--- config.mk ---
export PLATFORM = sky130hd
export DESIGN_NAME = ifetch_queue
export DESIGN_NICKNAME = d
export VERILOG_FILES = /design/src/rtl/ifetch_pkg.sv /design/src/rtl/fifo_sync.sv /design/src/rtl/ifetch_queue.sv
export SDC_FILE = /design/constraint.sdc
export NUM_CORES = 1
export LEC_CHECK = 0
export BUFFER_PORTS_ARGS = -buffer_cell sky130_fd_sc_hd__clkbuf_2
export CAP_MARGIN = 30
export CORE_MARGIN = 3
export CORE_UTILIZATION = 45
export CTS_BUF_LIST = sky130_fd_sc_hd__clkbuf_8
export CTS_CLUSTER_DIAMETER = 150
export DETAILED_ROUTE_END_ITERATION = 8
export MAX_ROUTING_LAYER = met4
export PLACE_DENSITY = 0.68
export SLEW_MARGIN = 30
export SYNTH_ARGS = -nofsm -noshare
export SYNTH_HDL_FRONTEND = slang
export SYNTH_SLANG_ARGS = --single-unit
--- constraint.sdc ---
create_clock -name clk -period 3.6 [get_ports clk]
set_clock_uncertainty 0.15 [all_clocks]
set_input_delay 0.36 -clock clk [delete_from_list [all_inputs] [get_ports clk]]
set_output_delay 0.36 -clock clk [all_outputs]
set_load 0.05 [all_outputs]
--- src/rtl/ifetch_pkg.sv ---
// Shared types and constants for the instruction-fetch queue.
package ifetch_pkg;

  localparam int          DEFAULT_DEPTH = 4;
  localparam logic [31:0] NOP_INSTR     = 32'h0000_0013;

  typedef struct packed {
    logic [31:0] pc;
    logic [31:0] instr;
  } fetch_entry_t;

  function automatic logic [31:0] pc_next(input logic [31:0] pc);
    return pc + 32'd4;
  endfunction

endpackage

--- src/rtl/fifo_sync.sv ---
// Synchronous FIFO with push/pop/flush, combinational head read, async active-low reset.
module fifo_sync #(
  parameter int W     = 64,
  parameter int DEPTH = 4
) (
  input  logic                       clk,
  input  logic                       rst_n,
  input  logic                       i_flush,
  input  logic                       i_push,
  input  logic                       i_pop,
  input  logic [W-1:0]               i_wdata,
  output logic [W-1:0]               o_rdata,
  output logic                       o_full,
  output logic                       o_empty,
  output logic [$clog2(DEPTH):0]     o_count
);

  localparam int AW = $clog2(DEPTH);

  logic [W-1:0]  r_mem [DEPTH];
  logic [AW-1:0] r_wr_ptr;
  logic [AW-1:0] r_rd_ptr;
  logic [AW:0]   r_count;
  logic          w_pop;

  // Pop of an empty FIFO is ignored; flush discards any same-cycle push/pop.
  assign w_pop   = i_pop && !o_empty;
  assign o_empty = (r_count == '0);
  assign o_full  = (r_count == (AW+1)'(DEPTH));
  assign o_count = r_count;
  assign o_rdata = r_mem[r_rd_ptr];

  always_ff @(posedge clk) begin
    if (i_push && !i_flush) r_mem[r_wr_ptr] <= i_wdata;
  end

  always_ff @(posedge clk or negedge rst_n) begin
    if (!rst_n) begin
      r_wr_ptr <= '0;
      r_rd_ptr <= '0;
      r_count  <= '0;
    end else if (i_flush) begin
      r_wr_ptr <= '0;
      r_rd_ptr <= '0;
      r_count  <= '0;
    end else begin
      if (i_push) r_wr_ptr <= r_wr_ptr + AW'(1);
      if (w_pop)  r_rd_ptr <= r_rd_ptr + AW'(1);
      case ({i_push, w_pop})
        2'b10:   r_count <= r_count + (AW+1)'(1);
        2'b01:   r_count <= r_count - (AW+1)'(1);
        default: r_count <= r_count;
      endcase
    end
  end

endmodule

--- src/rtl/ifetch_queue.sv ---
// Fetch stage: owns the PC, issues in-order imem requests, buffers {pc,instr} for decode.
// Optional empty-cycle performance counter enabled by defining IFETCH_PERF_EN.
module ifetch_queue
  import ifetch_pkg::*;
#(
  parameter int          DEPTH    = DEFAULT_DEPTH,
  parameter logic [31:0] RESET_PC = 32'h0000_0000
) (
  input  logic        clk,
  input  logic        reset,
  output logic        imem_req_valid,
  input  logic        imem_req_ready,
  output logic [31:0] imem_req_addr,
  input  logic        imem_rsp_valid,
  input  logic [31:0] imem_rsp_data,
  input  logic        StallD,
  input  logic        redirect,
  input  logic [31:0] redirect_pc,
  output logic        validD,
  output logic [31:0] instrD,
  output logic [31:0] pcD,
  output logic [31:0] pcplus4D,
  output logic [31:0] perf_empty_cycles
);

  localparam int CW = $clog2(DEPTH) + 1;

  logic [31:0]  r_fetch_pc;
  logic [31:0]  r_rsp_pc;
  logic [CW-1:0] r_outstanding;
  logic [CW-1:0] r_drop_cnt;

  logic [CW-1:0] w_count;
  logic [CW:0]   w_credit_sum;
  logic          w_empty;
  logic          w_full;
  logic          w_req_fire;
  logic          w_rsp_fire;
  logic          w_drop;
  logic          w_push;
  logic          w_pop;
  fetch_entry_t  w_push_entry;
  fetch_entry_t  w_head;

  // Request channel: a transfer happens on a cycle where valid && ready; once valid
  // is raised the address holds until accepted (it only moves on fire or redirect).
  // Response channel: in order, no backpressure; every rsp_valid is consumed.
  assign w_credit_sum   = {1'b0, r_outstanding} + {1'b0, w_count};
  assign imem_req_valid = reset && !redirect && (w_credit_sum < (CW+1)'(DEPTH));
  assign imem_req_addr  = r_fetch_pc;
  assign w_req_fire     = imem_req_valid && imem_req_ready;

  assign w_rsp_fire   = imem_rsp_valid && (r_outstanding != '0);
  assign w_drop       = w_rsp_fire && (r_drop_cnt != '0);
  assign w_push       = w_rsp_fire && !w_drop && !redirect;
  assign w_pop        = !w_empty && !StallD && !redirect;
  assign w_push_entry = '{pc: r_rsp_pc, instr: imem_rsp_data};

  fifo_sync #(
    .W     ($bits(fetch_entry_t)),
    .DEPTH (DEPTH)
  ) u_fifo (
    .clk     (clk),
    .rst_n   (reset),
    .i_flush (redirect),
    .i_push  (w_push),
    .i_pop   (w_pop),
    .i_wdata (w_push_entry),
    .o_rdata (w_head),
    .o_full  (w_full),
    .o_empty (w_empty),
    .o_count (w_count)
  );

  // Responses still in flight at a redirect belong to the old path and are dropped.
  always_ff @(posedge clk or negedge reset) begin
    if (!reset) begin
      r_fetch_pc    <= RESET_PC;
      r_rsp_pc      <= RESET_PC;
      r_outstanding <= '0;
      r_drop_cnt    <= '0;
    end else if (redirect) begin
      r_fetch_pc    <= redirect_pc;
      r_rsp_pc      <= redirect_pc;
      r_outstanding <= r_outstanding - CW'(w_rsp_fire);
      r_drop_cnt    <= r_outstanding - CW'(w_rsp_fire);
    end else begin
      if (w_req_fire) r_fetch_pc <= pc_next(r_fetch_pc);
      if (w_push)     r_rsp_pc   <= pc_next(r_rsp_pc);
      if (w_drop)     r_drop_cnt <= r_drop_cnt - CW'(1);
      r_outstanding <= r_outstanding + CW'(w_req_fire) - CW'(w_rsp_fire);
    end
  end

  // The credit rule guarantees a push never lands on a full queue without a pop.
  no_overflow_a: assert property (@(posedge clk) disable iff (!reset)
    !(w_push && w_full && !w_pop));

  // When empty, pcD shows the PC of the next instruction expected back.
  assign validD   = !w_empty;
  assign instrD   = w_empty ? NOP_INSTR : w_head.instr;
  assign pcD      = w_empty ? r_rsp_pc  : w_head.pc;
  assign pcplus4D = pc_next(pcD);

`ifdef IFETCH_PERF_EN
  logic [31:0] r_perf_empty;

  always_ff @(posedge clk or negedge reset) begin
    if (!reset)       r_perf_empty <= '0;
    else if (w_empty) r_perf_empty <= r_perf_empty + 32'd1;
  end

  assign perf_empty_cycles = r_perf_empty;
`else
  assign perf_empty_cycles = '0;
`endif

endmodule

## Yosys cells after proc, flatten, opt, wreduce, memory -nomap -nowiden

Memory sizes are Yosys's and may differ from the RTL's.
Cells that the tools add are included.

| word-level totals | value |
|---|---|
| register bits | 77 |
| bits in writable memories | 256 |
| input port bits | 70 |
| output and inout bits | 162 |
| word-level logic and storage cells | 63 |
| memories | 1 |

| operators by class | value |
|---|---|
| add/subtract/negate cells | 12 |
| $lt $le $gt $ge | 1 |
| equal/unequal tests | 2 |
| multiplexer cells | 17 |
| reductions and logical operators | 23 |

Memories:

| name | depth | bits a word | rd ports | clocked after Yosys merged registers in | wr ports | line | source |
|---|---|---|---|---|---|---|---|
| u_fifo.r_mem | 4 | 64 | 1 | 0 | 1 | fifo_sync.sv:20 | `logic [W-1:0] r_mem [DEPTH];` |

Operators with widths:

| operator | number |
|---|---|
| $mux 32 | 6 |
| $add 32x3->32 const B | 3 |
| $mux 3 | 4 |
| $logic_and 1x1->1 | 11 |
| $reduce_bool 3->1 | 3 |
| $mux 2 | 4 |
| $reduce_bool 2->1 | 4 |
| $pmux 3 s2 | 1 |
| $sub 3x1->3 | 2 |
| $sub 3x1->3 const B | 2 |
| $add 2x1->2 const B | 2 |
| $add 3x3->4 | 1 |
| $logic_not 1->1 | 4 |
| $lt 4x3->1 const B | 1 |
| $add 3x1->3 | 1 |
| $add 3x1->3 const B | 1 |
| $logic_not 3->1 | 1 |
| $eq 2x1->1 const B | 1 |
| $eq 2x2->1 const B | 1 |
| $mux 1 | 2 |

## Depth between registers and ports, before layout

Gate-level depths: netlist of run 1.

| depth | value |
|---|---|
| depth in word-level cells | 9 |
| mapped depth | 16 |
| depth with buffers taken out | 11 |

## Cells and area by module

From an unflattened synthesis of run 1, not the netlist that was laid out.

| unflattened totals | value |
|---|---|
| cells, all modules | 1063 |
| area, all modules | 15558.7 µm² |

Modules (own cells, without submodules):

| module | times used | cells each | area each (µm²) | seq. area each (µm²) |
|---|---|---|---|---|
| fifo_sync | 1 | 384 | 9725.6 | 7862.5 |
| ifetch_queue | 1 | 679 | 5833.1 | 1751.7 |

## Least setup slack after synthesis of run 1

Ideal clock, no wire load.

| timing | value |
|---|---|
| kind | register to output |
| start point | register u_fifo.r_count[0] (netlist: u_fifo.o_count[0]) |
| end point | output port pcplus4D[26] |
| data arrival time | 4.784 ns |
| data required time | 3.090 ns |
| path slack | -1.694 ns |
| stages on the path, launching flop included | 16 |
| buffers on the path | 4 |
| cells stage by stage | dfrtp_1 -> nor3_2 -> inv_2 -> buf_4 -> clkbuf_1 -> clkbuf_1 -> buf_2 -> mux2i_1 -> inv_1 -> ha_1 -> nand2_1 -> or3_1 -> o21ai_2 -> nand4_1 -> nor2_1 -> xnor2_1 |

| on the way | value |
|---|---|
| longest elaborated chain between the ends | 3 |

RTL lines:

| element | line | source |
|---|---|---|
| from (decl) | fifo_sync.sv:23 | `logic [AW:0] r_count;` |
| from (signal assigned) | fifo_sync.sv:50 | `2'b10: r_count <= r_count + (AW+1)'(1);` |
| from (signal assigned) | fifo_sync.sv:51 | `2'b01: r_count <= r_count - (AW+1)'(1);` |
| from (signal assigned) | fifo_sync.sv:52 | `default: r_count <= r_count;` |
| $logic_not 3->1 | fifo_sync.sv:28 | `assign o_empty = (r_count == '0);` |
| $mux 32 | ifetch_queue.sv:102 | `assign pcD = w_empty ? r_rsp_pc : w_head.pc;` |
| via pcD[2] | ifetch_queue.sv:21 | `output logic [31:0] pcD,` |
| $add 32x3->32 | ifetch_pkg.sv:13 | `return pc + 32'd4;` |
| to (decl) | ifetch_queue.sv:22 | `output logic [31:0] pcplus4D,` |

The timed path passes the listed nets, and every way through them passes these cells.

## Worst setup path in the final report of run 1

| timing | value |
|---|---|
| start point | register u_fifo.r_rd_ptr[0] |
| end point | output port pcplus4D[28] |

| on the way | value |
|---|---|
| longest elaborated chain between the ends | 3 |

RTL lines:

| element | line | source |
|---|---|---|
| from (decl) | fifo_sync.sv:22 | `logic [AW-1:0] r_rd_ptr;` |
| from (signal assigned) | fifo_sync.sv:48 | `if (w_pop) r_rd_ptr <= r_rd_ptr + AW'(1);` |
| $mem_v2 4x64 | - |  |
| $mux 32 | ifetch_queue.sv:102 |  |
| $add 32x3->32 | ifetch_pkg.sv:13 |  |

No other way between the ends.

==> results of run 1 <==
tightest hold or removal path: stages:
cell                       delay [ps]
sky130_fd_sc_hd__clkbuf_2         100
sky130_fd_sc_hd__inv_2             30
sky130_fd_sc_hd__buf_4            220
sky130_fd_sc_hd__a21oi_1          150
state kept, by name, indices dropped and copies added (netlist names):
name             flops
u_fifo.o_count       3
u_fifo.r_wr_ptr      2
u_fifo.r_rd_ptr      2
r_outstanding        3
r_drop_cnt           3
u_fifo.r_mem       256
r_rsp_pc            32
imem_req_addr       32
timing repair:
item | 4_1_cts | 5_1_grt
hold buffers | 66 | 0
buffers inserted | 16 | 12
gates cloned | 1 | 0
endpoints found under the setup margin | 24 | 24
hold endpoints to repair | 216 | 0
resized for setup | 46 | 21
pin swaps | 15 | 17
per-stage QoR:
| step | hold WS [ps] | power (mW) | instances | setup TNS [ps] | instance area, um2 |
|---|---|---|---|---|---|
| after global placement | 290 | 12.9 | 1719 | 0 | 17400 |
| after CTS | 168 | 16.6 | 1899 | -1480 | 19400 |
| after global routing | 205 | 17.4 | 1910 | -3750 | 19600 |
| after detailed placement | 293 | 13.0 | 1719 | 0 | 17400 |
| final | 198 | 16.6 | 1910 | -1560 | 19600 |
| after floorplan | -85.6 | 10.5 | 1125 | -3450 | 15600 |
how the worst max path moves through the flow:
stage / from / endpoint / slack (ps) / cells after the start
floorplan: u_fifo.o_count[2] / pcplus4D[28] / -470 / 15
global placement: u_fifo.o_count[1] / pcplus4D[28] / 330 / 14
CTS: u_fifo.r_rd_ptr[0] / pcplus4D[30] / -220 / 12
detailed placement: u_fifo.o_count[1] / pcplus4D[30] / 290 / 14
finish: u_fifo.r_rd_ptr[0] / pcplus4D[28] / -190 / 13
global route: u_fifo.r_rd_ptr[0] / pcplus4D[28] / -320 / 11
per-layer routing:
metal	part of all wire [%]	up-vias	track usage, %	wire [um]
met2	48	403	32.9	17700
met5	0	-	-	0
met3	6.7	58	3.52	2470
met1	43	5049	28.6	15800
met4	2.1	0	5.74	777
li1	-	4677	-	-
placed cells by master (no fill, tap or decap), types with 19 or more instances in the layout:
cell,instances
sky130_fd_sc_hd__clkbuf_8,56
sky130_fd_sc_hd__xnor2_1,19
sky130_fd_sc_hd__nor2_1,35
sky130_fd_sc_hd__dlygate4sd3_1,66
sky130_fd_sc_hd__mux4_2,57
sky130_fd_sc_hd__edfxtp_1,256
sky130_fd_sc_hd__clkbuf_2,171
sky130_fd_sc_hd__buf_12,34
sky130_fd_sc_hd__dfrtp_1,73
sky130_fd_sc_hd__xor2_1,29
sky130_fd_sc_hd__nand4_1,20
sky130_fd_sc_hd__nand3_1,37
sky130_fd_sc_hd__o21ai_0,48
sky130_fd_sc_hd__nand2_1,156
sky130_fd_sc_hd__conb_1,32
sky130_fd_sc_hd__inv_1,38
sky130_fd_sc_hd__and2_1,35
sky130_fd_sc_hd__buf_4,51
kinds of logic (layout without fill, tap and decap cells):
| group | Yosys count | count (layout) | synth area share, % |
|---|---|---|---|
| adder cells (fa/ha/maj) | 17 | 17 | 1.50 |
| AND/OR/NAND/NOR | 372 | 372 | 12.1 |
| multiplexers | 74 | 74 | 10.4 |
| buffers and inverters | 110 | 453 | 3.84 |
| XOR/XNOR | 70 | 70 | 4.04 |
| other | 1 | 32 | 0.0247 |
| flip-flops | 333 | 333 | 63.3 |
| AO/OA/AOI/OAI | 117 | 117 | 4.72 |
cell type report:
class                      instances  area, um2
timing repair buffer             328       2670
tap                              442        553
inverter                          28        111
fill                            2546      13200
clock buffer                      56        771
multi-input combinational        682       5630
sequential                       333       9620
clock inverter                    41        278
where the power goes:
part / internal (mW) / switching (mW)
sequential: 4.41 / 0.239
combinational: 3.05 / 5.76
clock: 1.73 / 1.44
==> metrics.json, run 1 <==
{
  "clocking": {
    "clock_pin_slew_reported_for_the_worst_setup_and_hold_paths_after_clock_tree_synthesis_ps": 60,
    "clk-insertion-delay-late_ps": 570,
    "cts.htree.levels": 2,
    "clock_sinks": 333,
    "numCtsBuffers": 53,
    "ctsRootBufferMaster": "sky130_fd_sc_hd__clkbuf_8",
    "cts_max_path_buffers": 3,
    "cts_tree": "built"
  },
  "yosys": {
    "synth.area.top_cells": "sky130_fd_sc_hd__edfxtp_1 (51%), sky130_fd_sc_hd__dfrtp_1 (13%), sky130_fd_sc_hd__mux4_2 (8.0%)",
    "synthFlopType": "sky130_fd_sc_hd__edfxtp_1",
    "netlist_area_um2": 15200,
    "synthMostInstantiatedCell": "sky130_fd_sc_hd__edfxtp_1",
    "synth_cell_types": 63,
    "syn-instance-count": 1094,
    "async_flop_share_pct": 23.1,
    "ys_top_cells_by_count": "sky130_fd_sc_hd__edfxtp_1 (256), sky130_fd_sc_hd__nand2_1 (164), sky130_fd_sc_hd__dfrtp_1 (77)",
    "synth_top_area_share_pct": 50.6,
    "share_of_the_yosys_chip_area_belonging_to_registers_pct": 63.3,
    "syn-mean-instance-area_um2": 13.9,
    "ys_warn_count": 0,
    "ys_seq_elements": 333,
    "synth_enable_flop_cells": 256,
    "yosysTopAreaCell": "sky130_fd_sc_hd__edfxtp_1"
  },
  "timing": {
    "report.final.setup_viol": 15,
    "least_margin_pin_slew_ps": 734,
    "slew-limit-headroom_pct": 51.1,
    "final_count_of_hold_timing_violations": 0,
    "final_period_minus_worst_setup_slack_ps": 3790,
    "finalMaxSlewViolations": 0,
    "worst_slack_ps": -188,
    "grt_setup_unrepaired": "true",
    "max_clock_freq_mhz": 264,
    "timing.final.crit_share_pct": 105
  },
  "critical_path": {
    "worst_reg_to_reg_path_cell_count": 12,
    "crit_path_top_delay_cell": "sky130_fd_sc_hd__dfrtp_4",
    "worst_path_most_repeated_cell": "sky130_fd_sc_hd__buf_12",
    "cp.buffers_inverters": 4,
    "r2r_setup_slack_ps": 400,
    "timing.critical_path.required_ps": 3090,
    "reg2reg_to": "r_outstanding[2]",
    "path_delay_family": "simple AND/OR/NAND/NOR gates",
    "critical_path_capture_point_type": "output port",
    "timing.setup.critical_path_class": "register to output port",
    "max_stage_delay_ps": 500,
    "critPathArrivalTime_ps": 3280,
    "worst-path-max-fanout": 4,
    "timing.critical_path.from_type": "register",
    "worstPathCellList": "mux4_2 -> mux2i_4 -> clkinvlp_4 -> ha_4 -> nand2_2 -> or3_4 -> o21ai_4 -> nand4_1 -> buf_6 -> buf_12 -> nor3_4 -> xor2_4 -> buf_12",
    "worstReg2RegStart": "u_fifo.o_count[2]"
  },
  "run_status": {
    "violations_in_the_final_reports": "setup timing",
    "outcome": "complete, but fails checks"
  },
  "global_route": {
    "grt_util_all_layers_pct": 20.9,
    "grt_pass1_wl_mm": 57.1,
    "globalRoute.totalOverflow": 0,
    "grt_start_max_net_pins": 73,
    "grt_pass1_vias": 10200,
    "antenna_violations_before_repair": 0
  },
  "layout": {
    "synthToLayoutAreaGrowth_pct": 29.3,
    "drive_gt1_share_pct": 32.2,
    "final_nets": 1513,
    "antennaDiodeCount": 0,
    "utilization_pct": 59.7
  },
  "floorplanning": {
    "die_width_um": 190,
    "rows": 66,
    "die-area_um2": 36000,
    "die_height_um": 190,
    "core_area_um2": 32900,
    "start_util_pct": 46.2,
    "num_io_pins": 232
  },
  "drt": {
    "drt.antenna.violating_nets": 0,
    "drt-initial-drc-count": 687,
    "wl_mm": 36.7,
    "routed-via-count": 10200,
    "final_routed_wire_length_divided_by_cell_count_um": 19.2,
    "drt_first_pass_iters": 5,
    "remaining_drc_errors": 0,
    "detail_route.vias_per_cell": 5.33
  },
  "power_and_ir_drop": {
    "worst_ir_drop_vdd_uv": 561,
    "power_density_nw_per_um2": 846,
    "power_leakage_nw": 7.59
  },
  "place": {
    "dp_worst_setup_slack_ps": 286,
    "routabilityCongestion": 0.884,
    "portBuffers": 199,
    "dp_hpwl_mm": 23.5
  },
  "hold_path": {
    "worst_hold_startpoint": "redirect",
    "whs_path_depth": 4,
    "whs_endpoint": "r_rsp_pc[14]",
    "min_path_type": "input port to register"
  },
  "run": {
    "maxCapViolations": 0
  }
}
(Power assumes the default switching activity.)
==> run 2: changes to the inputs <==
--- a/config.mk
+++ b/config.mk
@@ -5,15 +5,17 @@
 export SDC_FILE = /design/constraint.sdc
 export NUM_CORES = 1
 export LEC_CHECK = 0
+export ABC_AREA = 1
 export BUFFER_PORTS_ARGS = -buffer_cell sky130_fd_sc_hd__clkbuf_2
-export CAP_MARGIN = 30
+export CAP_MARGIN = 15
 export CORE_MARGIN = 3
 export CORE_UTILIZATION = 45
 export CTS_BUF_LIST = sky130_fd_sc_hd__clkbuf_8
 export CTS_CLUSTER_DIAMETER = 150
 export DETAILED_ROUTE_END_ITERATION = 8
+export HOLD_SLACK_MARGIN = 0.12
 export MAX_ROUTING_LAYER = met4
-export PLACE_DENSITY = 0.68
+export PLACE_DENSITY = 0.67
 export SLEW_MARGIN = 30
 export SYNTH_ARGS = -nofsm -noshare
 export SYNTH_HDL_FRONTEND = slang
==> run 2 against run 1 <==
Compared with the run above:
- hold slack got worse by 23 ps
- setup slack better by 360 ps
- global-route usage up 2.7 points
- core utilization fell by 4.0 points
- sequential power up 4.7%
- flip-flop and latch count unchanged
- the flow now finishes without violations
- non-clock buffer count decreased by 22
- critical endpoint is now pcplus4D[19]
- routed wire length rose by 28%
- area after synthesis increased by 12%
==> metrics.json, run 2 <==
{
  "timing": {
    "max_clock_freq": {"value": 292, "unit": "MHz", "change": "+11%"},
    "timing.final.crit_share": {"value": 95.2, "unit": "%", "change": "-10 points"},
    "finalMaxSlewViolations": {"value": 0, "change": "unchanged"},
    "final_period_minus_worst_setup_slack": {"value": 3430, "unit": "ps", "change": "-362 ps"},
    "finalSetupTns": {"value": 0, "unit": "ps", "change": "+1560 ps"},
    "slew-limit-headroom": {"value": 50.7, "unit": "%", "change": "-0.40 points"},
    "report.final.setup_viol": {"value": 0, "change": "-15"},
    "final_count_of_hold_timing_violations": {"value": 0, "change": "unchanged"},
    "worst_slack": {"value": 174, "unit": "ps", "change": "+362 ps"},
    "least_margin_pin_slew": {"value": 732, "unit": "ps", "change": "-1.79 ps"}
  },
  "yosys": {
    "synthFlopType": "sky130_fd_sc_hd__edfxtp_1",
    "synth_top_family_by_area": "simple AND/OR/NAND/NOR gates",
    "netlist_area": {"value": 17100, "unit": "um2", "change": "+12%"},
    "ys_warn_count": {"value": 0, "change": "unchanged"},
    "ys_seq_elements": {"value": 333, "change": "unchanged"},
    "synth_adder_area_share": {"value": 1.34, "unit": "%", "change": "-0.16 points"},
    "synthMostInstantiatedCell": "sky130_fd_sc_hd__nand2_1",
    "area_fraction_in_compound_gates_after_synthesis": {"value": 6.58, "unit": "%", "change": "+1.9 points"},
    "synth_enable_flop_cells": {"value": 256, "change": "unchanged"},
    "ys_top_cells_by_count": "sky130_fd_sc_hd__nand2_1 (492), sky130_fd_sc_hd__edfxtp_1 (256), sky130_fd_sc_hd__nor2_1 (247)",
    "yosys-mux-area-fraction": {"value": 0, "unit": "%", "change": "-10 points"},
    "async_flop_share": {"value": 23.1, "unit": "%", "change": "unchanged"},
    "synth.area.top_cells": "sky130_fd_sc_hd__edfxtp_1 (45%), sky130_fd_sc_hd__dfrtp_1 (11%), sky130_fd_sc_hd__nand2_1 (11%)",
    "share_of_the_yosys_chip_area_belonging_to_registers": {"value": 56.4, "unit": "%", "change": "-6.9 points"},
    "synth_cell_types": {"value": 47, "change": "-25%"},
    "syn-mean-instance-area": {"value": 8.93, "unit": "um2", "change": "-36%"},
    "synth_top_area_share": {"value": 45.1, "unit": "%", "change": "-5.6 points"},
    "post_synth_xor_area_fraction": {"value": 2.31, "unit": "%", "change": "-1.7 points"},
    "yosysTopAreaCell": "sky130_fd_sc_hd__edfxtp_1",
    "synth_simple_gate_area_share": {"value": 24.6, "unit": "%", "change": "+12 points"},
    "syn-instance-count": {"value": 1909, "change": "+74%"}
  },
  "layout": {
    "antennaDiodeCount": {"value": 0, "change": "unchanged"},
    "final_std_cells_w_o_fill": {"value": 2742, "change": "+44%"},
    "drive_gt1_share": {"value": 17.6, "unit": "%", "change": "-15 points"},
    "layout.cells.most_common": "sky130_fd_sc_hd__nand2_1",
    "final_nets": {"value": 2280, "change": "+51%"},
    "largest-register": "u_fifo.r_mem",
    "largest_register_ffs": {"value": 256, "change": "unchanged"},
    "synthToLayoutAreaGrowth_pct": 20.8,
    "layout_common_cells": "sky130_fd_sc_hd__nand2_1 (492), sky130_fd_sc_hd__edfxtp_1 (256), sky130_fd_sc_hd__nor2_1 (242), sky130_fd_sc_hd__inv_1 (227), sky130_fd_sc_hd__clkbuf_2 (176)",
    "final_design_instance_area_without_fill": {"value": 20600, "unit": "um2", "change": "+4.9%"}
  },
  "floorplanning": {
    "num_io_pins": {"value": 232, "change": "unchanged"},
    "die_height": {"value": 201, "unit": "um", "change": "+5.8%"},
    "start_util": {"value": 46.1, "unit": "%", "change": "-0.056 points"},
    "die_width": {"value": 201, "unit": "um", "change": "+5.8%"},
    "core_area": {"value": 37000, "unit": "um2", "change": "+12%"},
    "rows": {"value": 70, "change": "+6.1%"},
    "die-area": {"value": 40300, "unit": "um2", "change": "+12%"}
  },
  "place": {
    "dp_worst_setup_slack": {"value": 520, "unit": "ps", "change": "+233 ps"},
    "portBuffers": {"value": 199, "change": "unchanged"},
    "place.detailed.instances": {"value": 2569, "change": "+49%"},
    "post_dp_cell_area": {"value": 18700, "unit": "um2", "change": "+7.7%"},
    "dp_hpwl": {"value": 31.6, "unit": "mm", "change": "+35%"},
    "routabilityCongestion": {"value": 0.953, "change": "+7.8%"}
  },
  "hold_path": {
    "min_path_type": "input port to register"
  },
  "global_route": {
    "antenna_violations_before_repair": {"value": 0, "change": "unchanged"},
    "globalRoute.totalOverflow": {"value": 0, "change": "unchanged"},
    "grt_pass1_wl": {"value": 74.3, "unit": "mm", "change": "+30%"},
    "grt_pass1_vias": {"value": 13500, "change": "+33%"},
    "grt_util_all_layers": {"value": 23.6, "unit": "%", "change": "+2.7 points"},
    "grt_start_max_net_pins": {"value": 72, "change": "-1.4%"}
  },
  "drt": {
    "final_routed_wire_length_divided_by_cell_count": {"value": 17.2, "unit": "um", "change": "-11%"},
    "remaining_drc_errors": {"value": 0, "change": "unchanged"},
    "drt.antenna.violating_nets": {"value": 0, "change": "unchanged"},
    "wl": {"value": 47.1, "unit": "mm", "change": "+28%"},
    "drt_first_pass_iters": {"value": 5, "change": "unchanged"},
    "detail_route.vias_per_cell": {"value": 5.09, "change": "-4.5%"},
    "drt-initial-drc-count": {"value": 1187, "change": "+73%"},
    "routed-via-count": {"value": 14000, "change": "+37%"}
  },
  "power_and_ir_drop": {
    "power_leakage": {"value": 9.01, "unit": "nW", "change": "+19%"},
    "power_density": {"value": 852, "unit": "nW/um2", "change": "+0.69%"},
    "worst_ir_drop_vdd": {"value": 576, "unit": "uV", "change": "+2.6%"}
  },
  "critical_path": {
    "critPathArrivalTime": {"value": 2920, "unit": "ps", "change": "-360 ps"},
    "worst-path-max-fanout": {"value": 23, "change": "+19"},
    "timing.setup.critical_path_class": "register to output port",
    "worst_path_most_repeated_cell": "sky130_fd_sc_hd__nand2_1",
    "crit_path_top_delay_cell": "sky130_fd_sc_hd__dfrtp_1",
    "path_delay_family": "simple AND/OR/NAND/NOR gates",
    "max_stage_delay": {"value": 450, "unit": "ps", "change": "-50 ps"},
    "timing.critical_path.from_type": "register",
    "critical_path_capture_point_type": "output port",
    "cp.buffers_inverters": {"value": 3, "change": "-1"},
    "worstPathCellList": "nor2_2 -> nand2_4 -> clkinv_8 -> buf_8 -> nand2_1 -> nand2_2 -> nand2_1 -> nor2_1 -> nand2_1 -> nor2_2 -> nand3b_1 -> nand2_1 -> buf_4",
    "timing.critical_path.required": {"value": 3090, "unit": "ps", "change": "about the same"}
  },
  "clocking": {
    "ctsRootBufferMaster": "sky130_fd_sc_hd__clkbuf_8",
    "numCtsBuffers": {"value": 54, "change": "+1.9%"},
    "cts.htree.levels": {"value": 2, "change": "unchanged"},
    "clock_pin_slew_reported_for_the_worst_setup_and_hold_paths_after_clock_tree_synthesis": {"value": 60, "unit": "ps", "change": "about the same"},
    "clock_sinks": {"value": 333, "change": "unchanged"},
    "cts_tree": "built",
    "cts_max_path_buffers": {"value": 3, "change": "unchanged"},
    "clk-insertion-delay-late": {"value": 610, "unit": "ps", "change": "+40 ps"}
  },
  "run": {
    "maxCapViolations": {"value": 0, "change": "unchanged"}
  },
  "run_status": {
    "outcome": "finished, final reports clean"
  }
}
run 2: final timing paths:
path / startpoint / to / slack [ps] / depth (start not counted)
worst min register to register: imem_req_addr[0] / imem_req_addr[0] / 320 / 2
min in group asynchronous: reset / imem_req_addr[2] / 230 / 3
worst min-delay path: imem_rsp_valid / r_drop_cnt[1] / 170 / 7
worst max-delay path: u_fifo.o_count[0] / pcplus4D[19] / 170 / 13
max in group asynchronous: reset / u_fifo.r_rd_ptr[0] / 2020 / 4
worst max register to register: r_outstanding[2] / u_fifo.r_mem[2][35] / 490 / 7
run 2: kinds of logic after synthesis:
| logic type | Yosys count |
|---|---|
| AND/OR/NAND/NOR | 988 |
| XOR/XNOR | 45 |
| adder cells (fa/ha/maj) | 17 |
| buffers and inverters | 322 |
| other | 1 |
| flip-flops | 333 |
| AO/OA/AOI/OAI | 203 |
run 2: what timing repair did:
action	CTS	global route
endpoints found under the setup margin	20	23
pin swaps	1	2
hold endpoints to repair	230	0
buffers inserted	1	4
hold buffers	67	0
gates resized for setup	18	29
run 2: area by class of cell:
class                      instances  area, um2
clock buffer                      59        812
clock inverter                    42        235
fill                            3289      16400
inverter                         213        826
multi-input combinational       1285       6200
sequential                       333       9620
tap                              504        631
timing repair buffer             306       2280
run 2: worst min-delay path, cell delays in order:
cell	delay, ps
sky130_fd_sc_hd__clkbuf_2	90
sky130_fd_sc_hd__inv_1	50
sky130_fd_sc_hd__a31oi_1	80
sky130_fd_sc_hd__nand2_1	70
sky130_fd_sc_hd__nand2_1	110
sky130_fd_sc_hd__nand2_1	80
sky130_fd_sc_hd__o21ai_0	70
run 2: metal layers:
layer	track usage, %	vias to the layer above	wire length (um)
met5	-	-	0
met4	6.45	0	939
met3	3.47	78	3060
met2	37.3	508	22200
met1	32.2	6621	20900
li1	-	6755	-
run 2: per-stage QoR:
stage	hold WS, ps	util (%)	power (mW)
2_1_floorplan	-85.6	-	11.5
3_3_place_gp	307	50.6	14.1
3_5_place_dp	308	50.6	14.2
4_1_cts	142	55.4	17.5
5_1_grt	231	55.7	18.5
6_report	175	55.7	17.6
run 2: where the power goes:
part           leakage [nW]  internal (mW)  switching, mW
sequential             3.23           4.50          0.370
clock                 0.629           1.66           1.49
combinational          5.15           2.42           7.12
